$ cat config.mk
export PLATFORM = sky130hd
export DESIGN_NAME = fir_flow_ctrl
export DESIGN_NICKNAME = d
export VERILOG_FILES = /design/src/rtl/fir_flow_ctrl.sv
export SDC_FILE = /design/constraint.sdc
export NUM_CORES = 1
export LEC_CHECK = 0
export BUFFER_PORTS_ARGS = -buffer_cell sky130_fd_sc_hd__buf_2
export CORE_MARGIN = 5
export CORE_UTILIZATION = 48
export DETAILED_ROUTE_END_ITERATION = 7
export PLACE_DENSITY = 0.75
export SYNTH_ARGS = -nofsm -noshare
export SYNTH_HDL_FRONTEND = slang
export SYNTH_SLANG_ARGS = --single-unit
export TNS_END_PERCENT = 20
$ cat constraint.sdc
create_clock -name clk -period 3 [get_ports clk]
set_input_delay 0.9 -clock clk [delete_from_list [all_inputs] [get_ports clk]]
set_output_delay 0.9 -clock clk [all_outputs]
set_load 0.05 [all_outputs]
$ cat src/rtl/fir_flow_ctrl.sv
// Flow controller wrapping a fixed-latency FIR: upstream/downstream handshakes, drain on flush.
// Optional macro FIR_FLOW_CTRL_STATS_EN adds the stall_cycles counter output.
module fir_flow_ctrl #(
  parameter int DW         = 18,
  parameter int LATENCY    = 21,
  parameter int FIFO_DEPTH = 4
) (
  input  logic                 clk,
  input  logic                 reset,
  input  logic                 in_valid,
  output logic                 in_ready,
  input  logic signed [DW-1:0] in_data,
  input  logic                 flush,
  output logic                 flush_done,
  output logic                 busy,
  output logic                 fir_clk_ena,
  output logic                 fir_i_valid,
  output logic signed [DW-1:0] fir_i_in,
  input  logic                 fir_o_valid,
  input  logic signed [DW-1:0] fir_o_out,
  output logic                 out_valid,
  input  logic                 out_ready,
  output logic signed [DW-1:0] out_data
`ifdef FIR_FLOW_CTRL_STATS_EN
  ,
  output logic [31:0]          stall_cycles
`endif
);

  localparam int IW = $clog2(LATENCY + 2);
  localparam int AW = $clog2(FIFO_DEPTH);
  localparam int CW = $clog2(FIFO_DEPTH + 1);

  localparam logic [1:0] ST_IDLE  = 2'd0;
  localparam logic [1:0] ST_RUN   = 2'd1;
  localparam logic [1:0] ST_FLUSH = 2'd2;

  logic [1:0]          r_state;
  logic [1:0]          w_state_next;
  logic                r_flush_done;
  logic                w_done_next;
  logic                r_adv_d;
  logic [IW-1:0]       r_inflight;
  logic [IW-1:0]       w_inflight_next;
  logic [CW-1:0]       r_fifo_count;
  logic [AW-1:0]       r_wr_ptr;
  logic [AW-1:0]       r_rd_ptr;
  logic signed [DW-1:0] r_mem [FIFO_DEPTH];

  logic w_space;
  logic w_in_ready;
  logic w_accept;
  logic w_adv;
  logic w_push;
  logic w_pop;

  // One FIFO slot is held back for every advance whose result has not landed yet.
  assign w_space    = ({1'b0, r_fifo_count} + {{CW{1'b0}}, r_adv_d}) < (CW + 1)'(FIFO_DEPTH);
  assign w_in_ready = w_space && (r_state != ST_FLUSH);
  assign w_accept   = in_valid && w_in_ready && !reset;
  assign w_adv      = w_accept || ((r_state == ST_FLUSH) && w_space && !reset);
  assign w_push     = r_adv_d && fir_o_valid;
  assign w_pop      = (r_fifo_count != '0) && out_ready;

  assign w_inflight_next = r_inflight + IW'(w_accept) - IW'(w_push);

  assign in_ready    = w_in_ready;
  assign fir_clk_ena = w_adv;
  assign fir_i_valid = w_accept;
  assign fir_i_in    = w_accept ? in_data : '0;
  assign out_valid   = (r_fifo_count != '0);
  assign out_data    = r_mem[r_rd_ptr];
  assign flush_done  = r_flush_done;
  assign busy        = (r_state != ST_IDLE) || (r_inflight != '0) || (r_fifo_count != '0);

  always_comb begin
    w_state_next = r_state;
    w_done_next  = 1'b0;
    case (r_state)
      ST_IDLE: begin
        if (flush) begin
          if ((r_inflight != '0) || w_accept) w_state_next = ST_FLUSH;
          else                                w_done_next  = 1'b1;
        end else if (w_accept) begin
          w_state_next = ST_RUN;
        end
      end
      ST_RUN: begin
        if (flush) w_state_next = ST_FLUSH;
      end
      ST_FLUSH: begin
        // Leave as the last sample is pushed; that cycle may still advance once with no valid.
        if (w_inflight_next == '0) begin
          w_state_next = ST_IDLE;
          w_done_next  = 1'b1;
        end
      end
      default: w_state_next = ST_IDLE;
    endcase
  end

  always_ff @(posedge clk) begin
    if (reset) begin
      r_state      <= ST_IDLE;
      r_flush_done <= 1'b0;
      r_adv_d      <= 1'b0;
      r_inflight   <= '0;
      r_fifo_count <= '0;
      r_wr_ptr     <= '0;
      r_rd_ptr     <= '0;
    end else begin
      r_state      <= w_state_next;
      r_flush_done <= w_done_next;
      r_adv_d      <= w_adv;
      r_inflight   <= w_inflight_next;
      if (w_push) r_wr_ptr <= r_wr_ptr + AW'(1);
      if (w_pop)  r_rd_ptr <= r_rd_ptr + AW'(1);
      case ({w_push, w_pop})
        2'b10:   r_fifo_count <= r_fifo_count + CW'(1);
        2'b01:   r_fifo_count <= r_fifo_count - CW'(1);
        default: r_fifo_count <= r_fifo_count;
      endcase
    end
  end

  always_ff @(posedge clk) begin
    if (w_push) r_mem[r_wr_ptr] <= fir_o_out;
  end

`ifdef FIR_FLOW_CTRL_STATS_EN
  logic [31:0] r_stall_cycles;

  always_ff @(posedge clk) begin
    if (reset) begin
      r_stall_cycles <= '0;
    end else if (in_valid && !w_in_ready && (r_stall_cycles != '1)) begin
      r_stall_cycles <= r_stall_cycles + 32'd1;
    end
  end

  assign stall_cycles = r_stall_cycles;
`endif

endmodule

==> results <==
- The run finished with clean final reports.
- The TritonCTS clock tree is built.
- The post-route cell area is 4530 um2.
- The post-synthesis sequential area ratio is 67.8%.
- The fraction of the mapped netlist area in adder cells is 4.77%.
- The fraction of the mapped netlist area in simple logic gates is 9.38%.
- The launching element type of the critical path is a flop.
- The required time at the worst-slack endpoint is 2100 ps.
- The top fanout value on the critical path is 7.
- Measured along the x axis, the die boundary spans 98.1 um.
- Between clock sinks in the finished design, the worst skew comes to 6.35 ps.
- The count of state elements after synthesis is 90.
- The starting density of the core is 48.7%.
- The detail route stage leaves a number of antenna-violating nets equal to 0.
- The share of synthesized area in the top cell type comes to 58.1%.
- The detail-routed net length per standard cell is 15.5 um.
- The number of gates given a new drive strength after cts is 0.
- The timing-limited maximum frequency is 354 MHz.
- The class of the tightest hold or removal check is flop to flop.
- The total placed instance area is 4300 um2.
- The congestion estimate from routability-driven global placement came to 0.732.
- The area growth from synthesis to layout is 21.6%.
- The total overflow left after global routing is 0.
- Timing analysis after detailed placement gives a worst setup slack of -22.9 ps.
- CTS saw 90 sinks.
- The number of violations of the max-capacitance limit is 0.
- The deepest level of the CTS H-tree is 3.
- Of the total synthesized cell area, the portion taken by XOR and XNOR cells is 2.12%.
- The post-layout net count is 373.
- The total area inside the core boundary comes to 7650 um2.
- In this run the deepest clock path goes through 2 buffers.
- The top-level port count is 84.
- In this run the mean area of a mapped cell was 16.9 um2.
- The latest clock arrival within the worst-skew pair is 340 ps.
- After detailed placement, the design holds a cell count of 409.
- The most used flip-flop cell after synthesis is sky130_fd_sc_hd__edfxtp_1.
- The type of destination of the critical path is an output pin.
- The smallest clock period supported by the final layout is computed as 2830 ps.
- In this run the static leakage power is 0.00175 uW.
- Among all cell types in the netlist, the one instantiated most often is sky130_fd_sc_hd__edfxtp_1.
- After layout, the worst setup slack is 174 ps.
- The share of synthesized area spent on multiplexers is 10.9%.
- The register area is 2520 um2.
- The number of buffers inserted by hold repair at cts is 0.
- The clock input transition at the sequential cells of the worst setup and hold paths is 90 ps.
- The die covers 9620 um2.
- In the synthesized netlist, the cells that appear most often are sky130_fd_sc_hd__edfxtp_1, sky130_fd_sc_hd__and2_1, sky130_fd_sc_hd__dfxtp_1, sky130_fd_sc_hd__mux4_2, sky130_fd_sc_hd__nor2_1.
- The number of enable-type register cells in the synthesized netlist is 72.
- After synthesis, the largest family of logic cells by area is multiplexers.
- The first global-routing pass estimated 11000 um of wire.
- The repair_antennas step left the layout with diodes totalling 0.
- The category of the critical setup timing path is flop to output pin.
- For this design the ratio of total power to cell area is 852 nW/um2.
- By area the synthesized netlist is led by sky130_fd_sc_hd__edfxtp_1, sky130_fd_sc_hd__mux4_2, sky130_fd_sc_hd__dfxtp_1.
- IR analysis of the VDD net gives a maximum drop of 0.000536 V.
- The cell area that synthesis handed to floorplanning was 3720 um2.
- The worst hold slack after final layout is 508 ps.
- The actual transition at the worst max-transition pin is 383 ps.
- In this run the clock root is driven by a sky130_fd_sc_hd__clkbuf_8.
- Setup repair after global routing left no endpoint under its margin.
- The fraction of synthesis flops using an asynchronous set or reset pin is 0%.
- Counting every instance in the synthesized netlist gives 220.
- The synthesized net count is 275.
- The setup fix buffers added after clock tree synthesis is 0.
- The initial antenna violation count is 0.
- The max-slew violation total from the final report is 0.
- The number of failing setup endpoints in the final timing report is 0.
- The area occupied by multi-input gates is 1110 um2.
- STA puts the critical path data arrival time at 1930 ps.
- After floorplanning, the core was divided into 32 placement rows.
- The finished layout holds 425 standard cells, fillers aside.
- Once detailed placement completed, the half-perimeter wirelength came to 4710 um.
- The global-route usage over all layers is 14.7%.
- The portion of the clock cycle consumed by the worst path in the final layout is 94.2%.
- The residual DRC count is 0.
- The Yosys step of the flow raised 0 warnings.
- The routed wire length is 6590 um.
- The unique cell type count in the Yosys netlist is 34.
- The proportion of layout cells with a drive suffix above 1 is 41.2%.
- Counting the fill cells in the layout gives 609.
- The vias per cell is 5.04.
- The initial DRC count is 61.
- The share of the core filled with cells is 59.2%.
- The hold violation total from the final report was 0.
- The vias after detailed routing is 2141.
- The TritonCTS buffer count is 9.
- Entering global routing, the biggest net connects 21 pins.
- The pre-antenna-repair detailed-routing pass consisted of 4 iterations.
- In this run the tightest slew margin relative to its limit is 74.5%.
- Summing the areas of all compound-gate instances in the mapped netlist gives 2.66% of the synthesized area.
- Across all register-to-register paths, the minimum setup slack is 520 ps.
- The number of buffer cells added on primary ports is 83.
- The height of the chip is 98.1 um.
- The number of global-route vias before repair is 2330.
- The synthesized design spends more area on one cell type than any other, namely sky130_fd_sc_hd__edfxtp_1.
[metrics by stage]
step	TNS, ps	power, uW
6_report	0	3850
5_1_grt	0	4070
3_5_place_dp	-22.9	3000
2_1_floorplan	0	2690
4_1_cts	0	3900
3_3_place_gp	0	2970
[cells in the final DEF (no fill, tap or decap), types with 2 or more instances in the layout]
| master | n |
|---|---|
| sky130_fd_sc_hd__nor4_1 | 2 |
| sky130_fd_sc_hd__clkbuf_8 | 9 |
| sky130_fd_sc_hd__nor2_1 | 13 |
| sky130_fd_sc_hd__o21a_1 | 2 |
| sky130_fd_sc_hd__buf_2 | 83 |
| sky130_fd_sc_hd__edfxtp_1 | 72 |
| sky130_fd_sc_hd__mux4_2 | 18 |
| sky130_fd_sc_hd__nor2_8 | 2 |
| sky130_fd_sc_hd__buf_4 | 11 |
| sky130_fd_sc_hd__xnor2_1 | 6 |
| sky130_fd_sc_hd__and2_1 | 18 |
| sky130_fd_sc_hd__bufinv_16 | 2 |
| sky130_fd_sc_hd__and3_1 | 5 |
| sky130_fd_sc_hd__nand2_1 | 7 |
| sky130_fd_sc_hd__fa_1 | 2 |
| sky130_fd_sc_hd__xor2_1 | 3 |
| sky130_fd_sc_hd__ha_1 | 11 |
| sky130_fd_sc_hd__nor2b_1 | 2 |
| sky130_fd_sc_hd__a21oi_1 | 6 |
| sky130_fd_sc_hd__inv_1 | 12 |
| sky130_fd_sc_hd__dfxtp_1 | 18 |
[worst paths after layout]
kind | cells after the start | from | to
setup / recovery | 3 | flop | out_data[7]
hold / removal | 2 | r_wr_ptr[1] | r_wr_ptr[1]
setup reg to reg | 11 | r_adv_d | r_state[1]
hold reg to reg | 2 | r_wr_ptr[1] | r_wr_ptr[1]
[worst max-delay path: stages, from the launching register on]
cell and delay, ps:
sky130_fd_sc_hd__dfxtp_1 560, sky130_fd_sc_hd__buf_4 280, sky130_fd_sc_hd__mux4_2 530, sky130_fd_sc_hd__buf_2 230
[power by group]
part           switching, uW  total, uW  leakage [uW]  internal [uW]
clock                    415        895      0.000109            480
combinational            928       1430      0.000841            505
sequential              77.9       1530      0.000799           1450
[logic make-up (layout without fill, tap and decap cells)]
family | after synthesis | count (layout)
simple gates | 57 | 57
flops | 90 | 90
compound gates | 14 | 14
buf+inv | 19 | 122
mux | 18 | 18
xor+xnor | 9 | 9
fa+ha+maj | 13 | 13
[per-layer routing]
metal / vias up / wire [um] / GRT usage [%]
li1: 1019 / - / -
met1: 1036 / 2610 / 16.7
met2: 82 / 3470 / 26.4
met3: 4 / 487 / 4.93
met4: 0 / 21 / 3.83
met5: - / 0 / 0
[final cells by class]
type / instances / area share, %
Multi-Input combinational cell: 111 / 24.5
Inverter: 12 / 0.995
Clock inverter: 6 / 2.13
Clock buffer: 10 / 2.82
Timing Repair Buffer: 94 / 11.0
Sequential cell: 90 / 55.7
Tap cell: 102 / 2.82
[registers in the layout, summed over array words and instances, names as in the netlist, named ones only]
register,count
flush_done,1
r_adv_d,1
r_fifo_count,3
r_inflight,5
r_mem,72
r_rd_ptr,2
r_state,2
r_wr_ptr,2
Power figures use the tool's default switching activity.
